### config.mk
export PLATFORM = sky130hd
export DESIGN_NAME = column_sequencer_flat
export DESIGN_NICKNAME = d
export VERILOG_FILES = /design/src/rtl/column_sequencer_if.sv /design/src/rtl/column_sequencer.sv /design/src/flat_wrapper.sv
export SDC_FILE = /design/constraint.sdc
export NUM_CORES = 1
export LEC_CHECK = 0
export BUFFER_PORTS_ARGS = -buffer_cell sky130_fd_sc_hd__buf_2
export CAP_MARGIN = 40
export CELL_PAD_IN_SITES_DETAIL_PLACEMENT = 1
export CELL_PAD_IN_SITES_GLOBAL_PLACEMENT = 2
export CORE_MARGIN = 4
export CORE_UTILIZATION = 33
export DETAILED_ROUTE_END_ITERATION = 8
export HOLD_SLACK_MARGIN = 0.08
export PLACE_DENSITY = 0.77
export SLEW_MARGIN = 10
export SYNTH_ARGS = -nofsm -noshare
export SYNTH_HDL_FRONTEND = slang
export SYNTH_SLANG_ARGS = --single-unit
### constraint.sdc
create_clock -name clk -period 3.1 [get_ports clk]
set_input_delay 0.62 -clock clk [delete_from_list [all_inputs] [get_ports clk]]
set_output_delay 0.62 -clock clk [all_outputs]
set_load 0.005 [all_outputs]
### src/rtl/column_sequencer_if.sv
// rtl/column_sequencer_if.sv - handshake and column-drive bundle of the column sequencer
interface column_sequencer_if #(
    parameter int N_COLUMNS = 8
);
    localparam int CW = (N_COLUMNS > 1) ? $clog2(N_COLUMNS) : 1;

    logic                 enable;
    logic                 slice_start;
    logic                 data_ready;
    logic                 data_req;
    logic [CW-1:0]        data_col;
    logic                 latch;
    logic [N_COLUMNS-1:0] mux_out;
    logic                 busy;
    logic                 overrun;

    modport master (
        output enable, slice_start, data_ready,
        input  data_req, data_col, latch, mux_out, busy, overrun
    );

    modport slave (
        input  enable, slice_start, data_ready,
        output data_req, data_col, latch, mux_out, busy, overrun
    );
endinterface

### src/rtl/column_sequencer.sv
// rtl/column_sequencer.sv - walks the columns of one rotation slice: fetch, latch, drive, blank
module column_sequencer #(
    parameter int N_COLUMNS    = 8,
    parameter int DRIVE_CYCLES = 660,
    parameter int BLANK_CYCLES = 33
) (
    input  logic              clk,
    input  logic              nrst,
    column_sequencer_if.slave bus
);
    localparam int CW      = (N_COLUMNS > 1) ? $clog2(N_COLUMNS) : 1;
    localparam int CNT_MAX = (DRIVE_CYCLES > BLANK_CYCLES) ? DRIVE_CYCLES : BLANK_CYCLES;
    localparam int CNTW    = $clog2(CNT_MAX + 1);

    localparam logic [CNTW-1:0] DRIVE_LAST = CNTW'(DRIVE_CYCLES - 1);
    localparam logic [CNTW-1:0] BLANK_LAST = CNTW'(BLANK_CYCLES - 1);
    localparam logic [CW-1:0]   COL_LAST   = CW'(N_COLUMNS - 1);

    typedef enum logic [2:0] {
        IDLE      = 3'd0,
        REQ       = 3'd1,
        WAIT_DATA = 3'd2,
        LATCH     = 3'd3,
        DRIVE     = 3'd4,
        BLANK     = 3'd5
    } state_t;

    state_t               state, state_nx;
    logic [CW-1:0]        col, col_nx;
    logic [CNTW-1:0]      cnt, cnt_nx;

    logic                 data_req_q, data_req_nx;
    logic                 latch_q, latch_nx;
    logic [N_COLUMNS-1:0] mux_q, mux_nx;
    logic                 busy_q, busy_nx;
    logic                 overrun_q, overrun_nx;

    // State, column, counter and every output are registered together; reset clears mux at once
    always_ff @(posedge clk or negedge nrst) begin
        if (!nrst) begin
            state      <= IDLE;
            col        <= '0;
            cnt        <= '0;
            data_req_q <= 1'b0;
            latch_q    <= 1'b0;
            mux_q      <= '0;
            busy_q     <= 1'b0;
            overrun_q  <= 1'b0;
        end else begin
            state      <= state_nx;
            col        <= col_nx;
            cnt        <= cnt_nx;
            data_req_q <= data_req_nx;
            latch_q    <= latch_nx;
            mux_q      <= mux_nx;
            busy_q     <= busy_nx;
            overrun_q  <= overrun_nx;
        end
    end

    // Next state: disable beats slice_start, which beats the normal column walk
    always_comb begin
        state_nx = state;
        col_nx   = col;
        cnt_nx   = cnt;
        if (!bus.enable) begin
            state_nx = IDLE;
            col_nx   = '0;
            cnt_nx   = '0;
        end else if (bus.slice_start) begin
            // A new slice always restarts at column 0, even mid-slice or on the last blank cycle
            state_nx = REQ;
            col_nx   = '0;
            cnt_nx   = '0;
        end else begin
            case (state)
                IDLE:      state_nx = IDLE;
                REQ:       state_nx = WAIT_DATA;
                WAIT_DATA: if (bus.data_ready) state_nx = LATCH;
                LATCH: begin
                    state_nx = DRIVE;
                    cnt_nx   = '0;
                end
                DRIVE: begin
                    if (cnt == DRIVE_LAST) begin
                        state_nx = BLANK;
                        cnt_nx   = '0;
                    end else begin
                        cnt_nx = cnt + 1'b1;
                    end
                end
                BLANK: begin
                    if (cnt == BLANK_LAST) begin
                        cnt_nx = '0;
                        if (col == COL_LAST) begin
                            state_nx = IDLE;
                            col_nx   = '0;
                        end else begin
                            state_nx = REQ;
                            col_nx   = col + 1'b1;
                        end
                    end else begin
                        cnt_nx = cnt + 1'b1;
                    end
                end
                default: begin
                    state_nx = IDLE;
                    col_nx   = '0;
                    cnt_nx   = '0;
                end
            endcase
        end
    end

    // Outputs decoded from the upcoming state so they appear in the same cycle as that state
    always_comb begin
        data_req_nx = (state_nx == REQ);
        latch_nx    = (state_nx == LATCH);
        busy_nx     = (state_nx != IDLE);
        mux_nx      = '0;
        if (state_nx == DRIVE) begin
            mux_nx = {{(N_COLUMNS-1){1'b0}}, 1'b1} << col_nx;
        end
        overrun_nx  = bus.enable & bus.slice_start & (state != IDLE);
    end

    assign bus.data_req = data_req_q;
    assign bus.data_col = col;
    assign bus.latch    = latch_q;
    assign bus.mux_out  = mux_q;
    assign bus.busy     = busy_q;
    assign bus.overrun  = overrun_q;
endmodule

### src/flat_wrapper.sv
// flat-port wrapper written by rule: the top's interface ports become plain ports
module column_sequencer_flat 
#(
    parameter int N_COLUMNS    = 8,
    parameter int DRIVE_CYCLES = 660,
    parameter int BLANK_CYCLES = 33
)
  (clk, nrst, bus_enable, bus_slice_start, bus_data_ready, bus_data_req, bus_data_col, bus_latch, bus_mux_out, bus_busy, bus_overrun);
  column_sequencer_if #(.N_COLUMNS(N_COLUMNS)) bus_i ();
  input  logic clk;
  input  logic nrst;
  input wire logic [$bits(bus_i.enable)-1:0] bus_enable;
  input wire logic [$bits(bus_i.slice_start)-1:0] bus_slice_start;
  input wire logic [$bits(bus_i.data_ready)-1:0] bus_data_ready;
  output wire logic [$bits(bus_i.data_req)-1:0] bus_data_req;
  output wire logic [$bits(bus_i.data_col)-1:0] bus_data_col;
  output wire logic [$bits(bus_i.latch)-1:0] bus_latch;
  output wire logic [$bits(bus_i.mux_out)-1:0] bus_mux_out;
  output wire logic [$bits(bus_i.busy)-1:0] bus_busy;
  output wire logic [$bits(bus_i.overrun)-1:0] bus_overrun;
  assign bus_i.enable = bus_enable;
  assign bus_i.slice_start = bus_slice_start;
  assign bus_i.data_ready = bus_data_ready;
  assign bus_data_req = bus_i.data_req;
  assign bus_data_col = bus_i.data_col;
  assign bus_latch = bus_i.latch;
  assign bus_mux_out = bus_i.mux_out;
  assign bus_busy = bus_i.busy;
  assign bus_overrun = bus_i.overrun;
  column_sequencer #(.N_COLUMNS(N_COLUMNS), .DRIVE_CYCLES(DRIVE_CYCLES), .BLANK_CYCLES(BLANK_CYCLES)) u_core (.clk(clk), .nrst(nrst), .bus(bus_i));
endmodule
# Word level (Yosys, flattened, before mapping)
# Index checks and enable logic that the tools add are counted.
totals:
  register_bits: 28
  out_inout_bits: 15
  elab_cells: 48
  inputBits: 5
op_classes:
  eq_ne: 12
  n_reduce_logical: 5
  bitwise: 2
  n_addsub: 2
  n_mux: 18
  shift: 1
ops:
  columns: ["operator", "count"]
  rows:
  - ["two-way mux 10 bit", 4]
  - ["case mux 10 bit (3 select lines)", 1]
  - ["two-way mux 3 bit", 9]
  - ["case mux 3 bit (5 select lines)", 1]
  - ["equality test 3 bit (second input constant)", 4]
  - ["adder 10 x 1 -> 10 bit (second input constant)", 1]
  - ["equality test 10 bit (second input constant)", 1]
  - ["equality test 10 x 6 -> 1 bit (second input constant)", 1]
  - ["equality test 3 x 2 -> 1 bit (second input constant)", 3]
  - ["two-way mux 8 bit", 1]
  - ["<< shifter 1 x 3 -> 8 bit (first input constant)", 1]
  - ["equality test 3 x 1 -> 1 bit (second input constant)", 2]
  - ["case mux 3 bit (2 select lines)", 1]
  - ["nonzero test 3 bit", 2]
  - ["OR reduction 5 bit", 1]
  - ["adder 3 x 1 -> 3 bit (second input constant)", 1]
  - ["zero test 3 bit", 1]
  - ["inequality test 3 x 2 -> 1 bit (second input constant)", 1]
  - ["OR reduction 3 bit", 1]
  - ["AND 1 bit", 2]
  - ["two-way mux 1 bit", 1]

# Longest topological paths before layout
# Gate-level depths: netlist of the first run.
depth:
  depth_word: 8
  ltp_mapped: 7
  mapped_depth_nobuf: 7

# Least setup slack after synthesis of the first run
# OpenSTA, ideal clock, no wires.
synth_path:
  path_kind: "reg2reg"
  start: "register u_core.cnt[6]"
  end: "register u_core.mux_q[6], in the netlist u_core.bus.mux_out[6]"
  t_arrival_ps: 2020
  setup_slack_ps: 959
  t_required_ps: 2980
  synth_period_minus_slack_ps: 2141
  setup_ps: 120
  path_buffers: 1
  stages_incl_launch_ff: 7
  cell_sequence: "dfrtp_1 -> buf_6 -> or4_4 -> or4_4 -> a32oi_2 -> or3b_1 -> nor2_1"
synth_via:
  elab_chain_len: 7
  elab_cells_between_ends: 14
  cone_classes: "3 x eq/ne; 1 x shift; 10 x mux"
synth_rtl:
  columns: ["item", "line_no", "text"]
  rows:
  - ["from (decl)", "column_sequencer.sv:30", "logic [CNTW-1:0] cnt, cnt_nx;"]
  - ["from (signal assigned)", "column_sequencer.sv:52", "cnt <= cnt_nx;"]
  - ["equality test 10 x 6 -> 1 bit or equality test 10 bit (tied branches)", "column_sequencer.sv:93, column_sequencer.sv:85", null]
  - ["two-way mux 3 bit (on tied branches)", "column_sequencer.sv:93, column_sequencer.sv:85", null]
  - ["case mux 3 bit (5 select lines) or case mux 3 bit (2 select lines) (tied branches)", "column_sequencer.sv:76", "case (state)"]
  - ["two-way mux 3 bit", "column_sequencer.sv:70", "end else if (bus.slice_start) begin"]
  - ["two-way mux 3 bit", "column_sequencer.sv:66", "if (!bus.enable) begin"]
  - ["equality test 3 bit or << shifter 1 x 3 -> 8 bit (tied branches)", "column_sequencer.sv:121, column_sequencer.sv:122", null]
  - ["two-way mux 8 bit (*)", "column_sequencer.sv:121", "if (state_nx == DRIVE) begin"]
  - ["named net u_core.mux_nx[6]", "column_sequencer.sv:34", "logic [N_COLUMNS-1:0] mux_q, mux_nx;"]
  - ["to (signal assigned)", "column_sequencer.sv:55", "mux_q <= mux_nx;"]
  - ["to (decl)", "column_sequencer.sv:34", null]
# Mark *: on every way through the listed nets, which the timed path passes. The rest lies on a longest branch.
# A chain may end at the register's enable or synchronous reset.

# Worst setup path in the final report of the first run
layout_path:
  start: "register u_core.cnt[6]"
  end: "register u_core.mux_q[1], in the netlist u_core.bus.mux_out[1]"
# The elaborated chain is that of the path after synthesis.

==> results of run 1 <==
==> per-stage QoR <==
stage	hold WS, ns	utilization [%]	instance area (sq um)	setup slack, ns
floorplan	0.324	-	1500	0.959
global placement	0.551	37.0	1620	0.866
detailed placement	0.562	37.0	1620	0.802
CTS	0.378	38.7	1700	0.772
global route	0.409	38.7	1700	0.565
finish	0.354	38.7	1700	0.816
==> final cells by class <==
type                       count  area share [%]
tap                           52            3.84
sequential                    28            41.3
inverter                       5            1.11
timing repair buffer          21            6.49
clock buffer                   3            2.44
multi-input combinational    110            43.0
clock inverter                 1            1.77
==> critical path: cells and delay by family, from the launching register on <==
kind               cells  cell delay [ns]
AOI/OAI and AO/OA      1             0.31
and+or+nand+nor        4             1.45
DFF                    1             0.47
==> synth_stat cells, types with 2 or more instances <==
library cell,n
nor4bb_1,2
nand3_1,11
nor3_1,3
nor4_1,5
and3_1,3
nand2_1,15
inv_1,5
a31oi_1,3
nand4_1,5
buf_6,2
clkbuf_1,4
nand3b_1,6
o311ai_0,2
a211o_1,2
nor2b_1,5
nand2b_1,3
or4_4,2
nor2_1,12
o21ai_0,6
ha_1,4
and2_1,2
dfrtp_1,28
==> layer usage <==
layer  track usage [%]  share of wire, %  vias up
met2              23.6                48       13
met4              3.50              0.92        0
met1              20.7                48      627
met5                 0                 0        -
met3              2.37               2.8        4
li1                  -                 -      587
==> power by group through the flow <==
stage	registers [mW]	logic [mW]	clock network (mW)
2_1_floorplan	0.378	0.0155	0
3_3_place_gp	0.381	0.0310	0
3_5_place_dp	0.381	0.0322	0
4_1_cts	0.374	0.0324	0.305
5_1_grt	0.375	0.0363	0.319
6_report	0.374	0.0311	0.293
==> state kept, by name, summed over array words and instances, names as in the netlist <==
register and cells:
u_core.bus.data_col 3, u_core.bus.latch 1, u_core.state 3, u_core.bus.mux_out 8
u_core.cnt 10, u_core.bus.overrun 1, u_core.bus.busy 1, u_core.bus.data_req 1
==> worst min-delay path by stage <==
| stage | slack [ns] | startpoint | endpoint | depth (start not counted) |
|---|---|---|---|---|
| after floorplan | 0.32 | nrst | u_core.bus.busy | 0 |
| after global placement | 0.55 | u_core.cnt[1] | u_core.cnt[1] | 1 |
| after detailed placement | 0.56 | u_core.cnt[1] | u_core.cnt[1] | 1 |
| after CTS | 0.38 | nrst | u_core.state[1] | 1 |
| after global routing | 0.41 | nrst | u_core.cnt[9] | 1 |
| final | 0.35 | nrst | u_core.cnt[4] | 1 |
==> kinds of logic after synthesis <==
family                   synth area share [%]
buffers and inverters                    4.91
flip-flops                               46.6
adder cells (fa/ha/maj)                  3.33
AND/OR/NAND/NOR                          31.4
XOR/XNOR                                0.582
AO/OA/AOI/OAI                            13.2
==> results.md, run 1 <==
* Outcome: finished clean
* Hpwl dp at 2830 microns
* Largest net degree at the start of global routing at 29
* Post-CTS Setup Inserts at 0
* Synth Cell Area at ~1500 sq um
* Post-CTS Resized at 0
* Clk root buf: clkbuf_8
* Initial Utilization at about a third
* Total wire length at 3790 microns
* Worst Setup SP: u_core.cnt[6]
* Core area at about 4400 sq um
* Initial antenna violation count at 0
* CP endpoint kind: flip-flop
* Final hold viol count at 0
* Rows at 24
* Total I/O pin count at 20
* Commonest cells after routing, fill and taps aside: 28 x dfrtp_1, 19 x buf_2, 15 x nand2_1
* Sequential area share after synthesis at around 47%
* F_max at around 440 MHz
* Switch share at 20.9%
* Die W at between 70 and 80 microns
* Sequential power share at between 50% and 60%
* EDFF count, synth at 0
* CTS max path bufs at 2
* CP dominant cell by count: or4_4
* # setup viols final at 0
* Cell count after synthesis at between 150 and 200
* Hold buffers post-CTS at 0
* Nets at 178
* R2r endpoint: u_core.bus.mux_out[1]
* Pwr Density at slightly above 400 nW/um^2
* Power share of the combinational group at under 10%
* Setup crit end: u_core.bus.mux_out[1]
* Yosys cell types at 44
* Routed vias/inst at ~5.6
* Fin crit period at between 2 and 2.5 ns
* Max-Cap Viols at 0
* Level count of the clock H-tree at 1
* Area grow syn2layout at 12.7%
* Worst skew pair latency at about 0.28 ns
* Top_reg_cell synth: dfrtp_1
* Hold Path Class: in -> async
* Ant. Diodes at 0
* Yosys top cell by area: dfrtp_1
* Die Span Y at about 76 microns
* Startpoint Class: flip-flop
* Post-synth ARST share at 100%
* CTS tree: done
* Clock-pin transition on the worst setup and hold timing paths at about 0.10 ns
* Mean area per synthesized cell at between 9 and 10 sq um
* Most common cell after layout, fill and taps aside: dfrtp_1
* Finished Layout Cells at between 200 and 250
* CP max FO at 8
* Reg-to-reg slack, setup at 0.82 ns
* DRT Pass-1 Iters at 4
* Worst slew margin at a little under three fifths
* Final Skew at between 0.005 and 0.006 ns
* R2R Path Start: u_core.cnt[6]
* Fin crit share at between 70 and 80%
* CP max-delay cell: or4_4
* DR vias at roughly 1.2k
* Int Pwr at ~0.55 mW
* Max IR drop VDD at about 300 uV
* Total gr overflow at 0
* Final TNS setup at 0 ns
* Synth warn at 0
* Psw at between 0.1 and 0.15 mW
* Final Wtd Congestion at around 0.79
* Cells along the critical path: or4_4, or4_4, a32oi_2, nand3_1, nor2_1
* First-pass GRT wire length at about 6300 microns
* Ranking of synthesized cells by area: dfrtp_1 47%, nand2_1 3.7%, nand3_1 3.7%, ha_1 3.3%, nand3b_1 3.0%
* # DRC at 0
* Initial DRC count at 35
* Worst endpoint data arrival time at around 2.5 ns
* RSZ-0062 raised after global routing: no
* Slew Limit Fails at 0
* Fill cell count at 510
* CP max stage delay at 0.60 ns
* Yosys top cell area share at 46.6%
* Total track usage at approximately 15%
* Footprint of the multi-input gates at 729 sq um
* Mean routed wirelength per cell at 17.2 microns
* Measured slew at the worst slew-check pin at roughly 0.65 ns
* Total die area at between 5000 and 6000 sq um
* Routed Antenna Nets at 0
* Clk sinks at 28
* Setup CP Type: reg -> reg
* Reg2Reg Depth at 5
* Register area at approximately 700 sq um
* Number of global-route vias before repair at approximately 1.2k
* CTS buffer count at 3
* Yosys reg bits at 28
* Worst EP required at 3.32 ns
* Share of total power in the clock network at 42.0%
* Share of cells above drive strength 1 at between 10% and 20%
* Pleak at 0.777 nW
* Total power at 0.698 mW
* Syn Nets at about 160
* Port bufs at 19
* DP Cell Count at 216
Note: power is estimated with default switching activity, not from simulation.
==> run 2: changes to the inputs <==
--- a/config.mk
+++ b/config.mk
@@ -10,10 +10,10 @@
 export CELL_PAD_IN_SITES_DETAIL_PLACEMENT = 1
 export CELL_PAD_IN_SITES_GLOBAL_PLACEMENT = 2
 export CORE_MARGIN = 4
-export CORE_UTILIZATION = 33
+export CORE_UTILIZATION = 32
 export DETAILED_ROUTE_END_ITERATION = 8
 export HOLD_SLACK_MARGIN = 0.08
-export PLACE_DENSITY = 0.77
+export PLACE_DENSITY = 0.78
 export SLEW_MARGIN = 10
 export SYNTH_ARGS = -nofsm -noshare
 export SYNTH_HDL_FRONTEND = slang
==> constraint.sdc (replaced) <==
create_clock -name clk -period 2 [get_ports clk]
set_input_delay 0.4 -clock clk [delete_from_list [all_inputs] [get_ports clk]]
set_output_delay 0.4 -clock clk [all_outputs]
set_load 0.005 [all_outputs]
==> run 2 against run 1 <==
Net effect: the run now ends with negative setup slack left; fmax increased by 6.2%; sequential share of layout area decreased by 3.8 points; via count increased by 4.1%; wire length increased by 7.4%; flip-flop and latch count unchanged; combinational power increased by 70%; core utilization increased by 3.3 points; global-route usage about the same; count of clock-buffer cells in the layout unchanged; first-iteration DRC count increased by 69%; highest routed layer unchanged.
==> results.md, run 2 (same netlist as run 1, synthesis figures left out) <==
* Outcome: finished, violations left
* Failing checks: negative setup slack
* Final TNS setup at -1.08 ns (-1.08 ns)
* Nets at 191 (+7.3%)
* CP endpoint kind: flip-flop
* Total track usage at 14.6% (-0.034 points)
* Measured slew at the worst slew-check pin at 0.635 ns (-0.0149 ns)
* F_max at 465 MHz (+6.2%)
* Core area at 4440 sq um (+1.4%)
* CTS buffer count at 3 (unchanged)
* Footprint of the multi-input gates at 802 sq um (+9.9%)
* Die Span Y at 76.6 microns (+1.4%)
* Initial Utilization at 33.8% (-0.46 points)
* CP max FO at 5 (-3)
* Routed vias/inst at 5.50 (-1.7%)
* Hold Path Class: in -> async
* First-pass GRT wire length at 6950 microns (+9.5%)
* Die W at 76.6 microns (+1.4%)
* Level count of the clock H-tree at 1 (unchanged)
* Placed cell area at 1720 sq um (+6.0%)
* Clock-pin transition on the worst setup and hold timing paths at 0.10 ns (about the same)
* DR vias at 1,282 (+4.1%)
* Rows at 24 (unchanged)
* Ant. Diodes at 0 (unchanged)
* Worst skew pair latency at 0.28 ns (about the same)
* Port bufs at 19 (unchanged)
* Final Cell Area at 1870 sq um (+10%)
* R2r endpoint: u_core.bus.mux_out[7]
* Reg2Reg Depth at 5 (unchanged)
* Share of cells above drive strength 1 at 30.4% (+11 points)
* Worst EP required at 2.16 ns (-1.16 ns)
* Mean routed wirelength per cell at 17.5 microns (+1.4%)
* Initial DRC count at 59 (+69%)
* Initial antenna violation count at 0 (unchanged)
* Worst endpoint data arrival time at 2.31 ns (-0.19 ns)
* Worst slew margin at 57.6% (+0.99 points)
* Final Wtd Congestion at 0.811 (+2.3%)
* Hold buffers post-CTS at 0 (unchanged)
* Fin crit period at 2.15 ns (-0.133 ns)
* Total I/O pin count at 20 (unchanged)
* Largest net degree at the start of global routing at 29 (unchanged)
* Clk root buf: clkbuf_8
* Max IR drop VDD at 254 uV (-15%)
* Final Skew at 0.00562 ns (+0.000557 ns)
* Post-CTS Setup Inserts at 0 (unchanged)
* # setup viols final at 9 (+9)
* CTS tree: done
* Setup CP Type: reg -> reg
* RSZ-0062 raised after global routing: yes
* Register area at 701 sq um (unchanged)
* Pleak at 0.855 nW (+9.9%)
* Total die area at 5860 sq um (+2.8%)
* Reg-to-reg slack, setup at -0.15 ns (-0.97 ns)
* Fin worst setup slack at -0.151 ns (-0.967 ns)
* Fin crit share at 108% (+34 points)
* Routed Antenna Nets at 0 (unchanged)
* DRT Pass-1 Iters at 4 (unchanged)
* Hpwl dp at 2890 microns (+2.4%)
* Total wire length at 4070 microns (+7.4%)
* Largest register FFs at 10 (unchanged)
* Most common cell after layout, fill and taps aside: dfrtp_1
* Area grow syn2layout at 24.0%
* Most flops, register: u_core.cnt
* Number of global-route vias before repair at 1,350 (+11%)
* Startpoint Class: flip-flop
* Final hold viol count at 0 (unchanged)
* R2R Path Start: u_core.cnt[6]
* Fill cell count at 524 (+2.7%)
* Max-Cap Viols at 0 (unchanged)
* Total gr overflow at 0 (unchanged)
* Pwr Density at 581 nW/um^2 (+41%)
* # DRC at 0 (unchanged)
* Slew Limit Fails at 0 (unchanged)
* CTS max path bufs at 2 (unchanged)
* Commonest cells after routing, fill and taps aside: 28 x dfrtp_1, 19 x buf_2, 15 x buf_4
* Clk sinks at 28 (unchanged)
[run 2: cell types whose count changed in the layout (fill, tap and decap cells not counted), sizes merged]
cell | previous run | this run
buf | 21 | 34
[run 2: what timing repair did]
| action | 4_1_cts | 5_1_grt |
|---|---|---|
| pin swaps | 4 | 5 |
| resized for setup | 7 | 6 |
| endpoints found under the setup margin | 10 | 19 |
[run 2: cell type report]
class                      count  area share, %
multi-input combinational    110           43.0
sequential                    28           37.6
timing repair buffer          34           11.1
tap                           52           3.49
clock buffer                   3           2.21
clock inverter                 1           1.61
inverter                       5           1.01
[run 2: critical path, cell delays in order (launching register included)]
cell,delay (ns)
dfrtp_1,0.39
or4_4,0.58
or4_4,0.58
a32oi_4,0.26
or3b_4,0.18
nor2_1,0.04
[run 2: metal layers]
metal	vias up	share of wire (%)	GRT usage, %
met5	-	0	0
met4	0	0.57	3.26
met3	4	2.2	2.13
met2	13	51	25.7
met1	650	46	19.0
li1	615	-	-
[run 2: power breakdown]
group / internal [mW] / switching, mW
sequential: 0.572 / 0.00611
clock: 0.268 / 0.185
combinational: 0.0186 / 0.0344
total: 0.859 / 0.225
[run 2: worst max-delay path by stage]
stage | startpoint | to | slack, ns | depth (start not counted)
after floorplan | u_core.cnt[6] | u_core.bus.mux_out[6] | -0.11 | 6
after global placement | u_core.cnt[6] | u_core.bus.mux_out[2] | -0.05 | 5
after detailed placement | u_core.cnt[6] | u_core.bus.mux_out[5] | -0.09 | 5
after CTS | u_core.cnt[6] | u_core.bus.mux_out[5] | -0.10 | 5
after global routing | u_core.cnt[6] | u_core.bus.mux_out[1] | -0.20 | 5
final | u_core.cnt[6] | u_core.bus.mux_out[7] | -0.15 | 5
[run 2: stage by stage]
stage | power (mW) | utilization (%) | cells | hold slack (ns) | setup WS [ns]
after floorplan | 0.610 | - | 152 | 0.104 | -0.113
after global placement | 0.639 | 38.7 | 229 | 0.446 | -0.0529
after detailed placement | 0.642 | 38.7 | 229 | 0.462 | -0.0863
after CTS | 1.10 | 41.5 | 233 | 0.149 | -0.104
after global routing | 1.13 | 42.0 | 233 | 0.168 | -0.197
final | 1.08 | 42.0 | 233 | 0.130 | -0.151
==> run 3: changes to the inputs <==
--- a/config.mk
+++ b/config.mk
@@ -5,12 +5,13 @@
 export SDC_FILE = /design/constraint.sdc
 export NUM_CORES = 1
 export LEC_CHECK = 0
+export ABC_AREA = 1
 export BUFFER_PORTS_ARGS = -buffer_cell sky130_fd_sc_hd__buf_2
 export CAP_MARGIN = 40
 export CELL_PAD_IN_SITES_DETAIL_PLACEMENT = 1
 export CELL_PAD_IN_SITES_GLOBAL_PLACEMENT = 2
 export CORE_MARGIN = 4
-export CORE_UTILIZATION = 32
+export CORE_UTILIZATION = 31
 export DETAILED_ROUTE_END_ITERATION = 8
 export HOLD_SLACK_MARGIN = 0.08
 export PLACE_DENSITY = 0.78
==> run 3 against run 2 <==
Net effect: the flow now finishes without violations; clock skew increased by 0.0014 ns; count of clock-buffer cells in the layout increased by 1; worst hold slack improved by 0.0059 ns; die area up 6.6%; wire length fell by 4.2%; register-to-register slack better by 0.31 ns; fmax up 17%; critical path depth increased by 4; synthesized area is 4.1% higher; non-clock buffer count down 14; clock power is 19% lower; first-iteration DRC count is 47% lower; critical endpoint is now u_core.bus.mux_out[4]; highest routed layer unchanged.
==> results.md, run 3 <==
* Outcome: finished clean
* Post-synth ARST share at 100% (unchanged)
* Setup CP Type: reg -> reg
* Port bufs at 19 (unchanged)
* Die Span Y at 79.1 microns (+3.3%)
* Post-CTS Resized at 0 (-7)
* Clk root buf: clkbuf_8
* Share of total power in the clock network at 36.4% (-5.4 points)
* Die W at 79.1 microns (+3.3%)
* Met1 Usage GRT at 16.4% (-2.6 points)
* # setup viols final at 0 (-9)
* Top_reg_cell synth: dfrtp_1
* Mean routed wirelength per cell at 14.4 microns (-17%)
* Sequential area share after synthesis at 44.8% (-1.8 points)
* Footprint of the multi-input gates at 756 sq um (-5.8%)
* Worst skew pair latency at 0.28 ns (about the same)
* Syn Nets at 189 (+17%)
* Max-Cap Viols at 0 (unchanged)
* Final Cell Area at 1800 sq um (-3.4%)
* Grt met2 use at 26.0% (+0.35 points)
* Final TNS setup at 0 ns (+1.08 ns)
* Final hold viol count at 0 (unchanged)
* Hold slack at 0.136 ns (+0.00591 ns)
* CTS tree: done
* Total I/O pin count at 20 (unchanged)
* Nets at 213 (+12%)
* Final Skew at 0.00701 ns (+0.00140 ns)
* Hold buffers post-CTS at 0 (unchanged)
* Pwr Density at 555 nW/um^2 (-4.4%)
* Routed Antenna Nets at 0 (unchanged)
* Initial DRC count at 31 (-47%)
* Total power at 1.00 mW (-7.7%)
* Fill cell count at 596 (+14%)
* First-pass GRT wire length at 6910 microns (-0.60%)
* Area grow syn2layout at 15.1%
* Worst endpoint data arrival time at 2.02 ns (-0.29 ns)
* Number of global-route vias before repair at 1,486 (+10%)
* Sequential power share at 57.5% (+4.2 points)
* Measured slew at the worst slew-check pin at 0.654 ns (+0.0186 ns)
* CTS buffer count at 3 (unchanged)
* CTS max path bufs at 2 (unchanged)
* Ant. Diodes at 0 (unchanged)
* Int Pwr at 0.764 mW (-11%)
* Register area at 701 sq um (unchanged)
* Top-count cell post-synth: dfrtp_1
* Total track usage at 14.0% (-0.59 points)
* Initial antenna violation count at 0 (unchanged)
* Startpoint Class: flip-flop
* Final Core Density at 37.4% (-4.6 points)
* Most flops, register: u_core.cnt
* Synth warn at 0 (unchanged)
* Initial Utilization at 32.5% (-1.3 points)
* Routed vias/inst at 4.72 (-14%)
* Post-CTS Setup Inserts at 0 (unchanged)
* Yosys top cell by area: dfrtp_1
* Hold Path Class: in -> async
* EDFF count, synth at 0 (unchanged)
* # DRC at 0 (unchanged)
* Total gr overflow at 0 (unchanged)
* Hpwl dp at 3060 microns (+5.8%)
* Total die area at 6250 sq um (+6.6%)
* Final Wtd Congestion at 0.772 (-4.9%)
* Yosys cell types at 32 (-27%)
* Fin crit period at 1.84 ns (-0.313 ns)
* Pleak at 0.818 nW (-4.3%)
* DRT Pass-1 Iters at 4 (unchanged)
* Met3 GRT Util at 3.29% (+1.2 points)
* Level count of the clock H-tree at 1 (unchanged)
* CP endpoint kind: flip-flop
* CP max FO at 5 (unchanged)
* Psw at 0.237 mW (+5.2%)
* Power share of the combinational group at 6.1% (+1.2 points)
* Switch share at 23.7% (+2.9 points)
* Most common cell after layout, fill and taps aside: dfrtp_1
* Yosys top cell area share at 44.8% (-1.8 points)
* Total wire length at 3900 microns (-4.2%)
* Mean area per synthesized cell at 8.70 sq um (-12%)
* Commonest cells after routing, fill and taps aside: 28 x dfrtp_1, 25 x nand2_1, 19 x buf_2
* Max IR drop VDD at 285 uV (+12%)
* Share of cells above drive strength 1 at 30.0% (-0.34 points)
* Largest net degree at the start of global routing at 29 (unchanged)
* Worst slew margin at 56.4% (-1.2 points)
* Worst EP required at 2.18 ns (+0.02 ns)
* Synth Cell Area at 1570 sq um (+4.1%)
* Largest register FFs at 10 (unchanged)
* Ranking of synthesized cells by area: dfrtp_1 45%, nand2_1 6.0%, nand3_1 4.8%, nor2_1 4.3%, inv_1 4.1%
* Top cells by count, synth: 28 x dfrtp_1, 25 x nand2_1, 18 x nor2_1
* Slew Limit Fails at 0 (unchanged)
* Clk sinks at 28 (unchanged)
* Yosys reg bits at 28 (unchanged)
* DR vias at 1,274 (-0.62%)
* Core area at 4820 sq um (+8.4%)
* Fin crit share at 91.9% (-16 points)
* RSZ-0062 raised after global routing: no
* Rows at 25 (+4.2%)
* Placed cell area at 1750 sq um (+1.5%)
* Clock-pin transition on the worst setup and hold timing paths at 0.10 ns (about the same)
* Most used routing layer: met2
* F_max at 544 MHz (+17%)
* Cell count after synthesis at 180 (+18%)
-- run 3: changes by cell type after synthesis, sizes merged, moves of 8 or more --
cell   change
a21oi      +8
inv       +22
nor2      +14
nand2     +18
nand3      +9
-- run 3: through the flow --
stage | setup slack, ns | std cells
6_report | 0.161 | 270
5_1_grt | 0.0174 | 270
4_1_cts | 0.137 | 270
3_5_place_dp | 0.149 | 266
3_3_place_gp | 0.264 | 266
2_1_floorplan | 0.312 | 180
-- run 3: final timing paths --
| check | startpoint | to | slack, ns | cells past startpoint |
|---|---|---|---|---|
| worst max-delay path | u_core.bus.data_col[0] | u_core.bus.mux_out[4] | 0.16 | 9 |
| worst min-delay path | nrst | u_core.cnt[7] | 0.14 | 1 |
| worst max register to register | u_core.bus.data_col[0] | u_core.bus.mux_out[4] | 0.16 | 9 |
| worst min register to register | u_core.cnt[0] | u_core.cnt[0] | 0.59 | 1 |
| max in group asynchronous | nrst | u_core.bus.mux_out[5] | 1.44 | 1 |
| min in group clk | bus_enable | u_core.bus.overrun | 0.38 | 3 |
-- run 3: cell type report --
type | count | area share (%)
Inverter | 27 | 5.76
Timing Repair Buffer | 20 | 5.69
Sequential cell | 28 | 38.9
Tap cell | 67 | 4.65
Multi-Input combinational cell | 124 | 41.9
Clock buffer | 4 | 3.06
-- run 3: logic make-up after synthesis --
| kind of cell | share of synthesized area (%) |
|---|---|
| adder cells (fa/ha/maj) | 3.20 |
| AO/OA/AOI/OAI | 9.51 |
| AND/OR/NAND/NOR | 33.9 |
| flip-flops | 44.8 |
| XOR/XNOR | 1.68 |
| buffers and inverters | 6.95 |
-- run 3: power groups by stage --
stage	registers, mW	clock network, mW	logic [mW]
floorplan	0.587	0	0.0307
global placement	0.586	0	0.0614
detailed placement	0.587	0	0.0630
CTS	0.576	0.369	0.0631
global route	0.576	0.394	0.0686
finish	0.576	0.365	0.0606
-- run 3: worst max-delay path, cell delays in order, from the launching register on --
cell and delay (ns):
dfrtp_1 0.43, ha_1 0.22, ha_1 0.20, or2_2 0.29, nand4_1 0.11, nand3_2 0.11, nand2_1 0.15, nand2_2 0.08
nand3_1 0.09, nor2_1 0.04
-- run 3: routing by layer --
layer | routed length, microns | part of all wire, %
met4 | 22 | 0.56
met5 | 0 | 0
met3 | 135 | 3.5
met1 | 1710 | 44
met2 | 2020 | 52
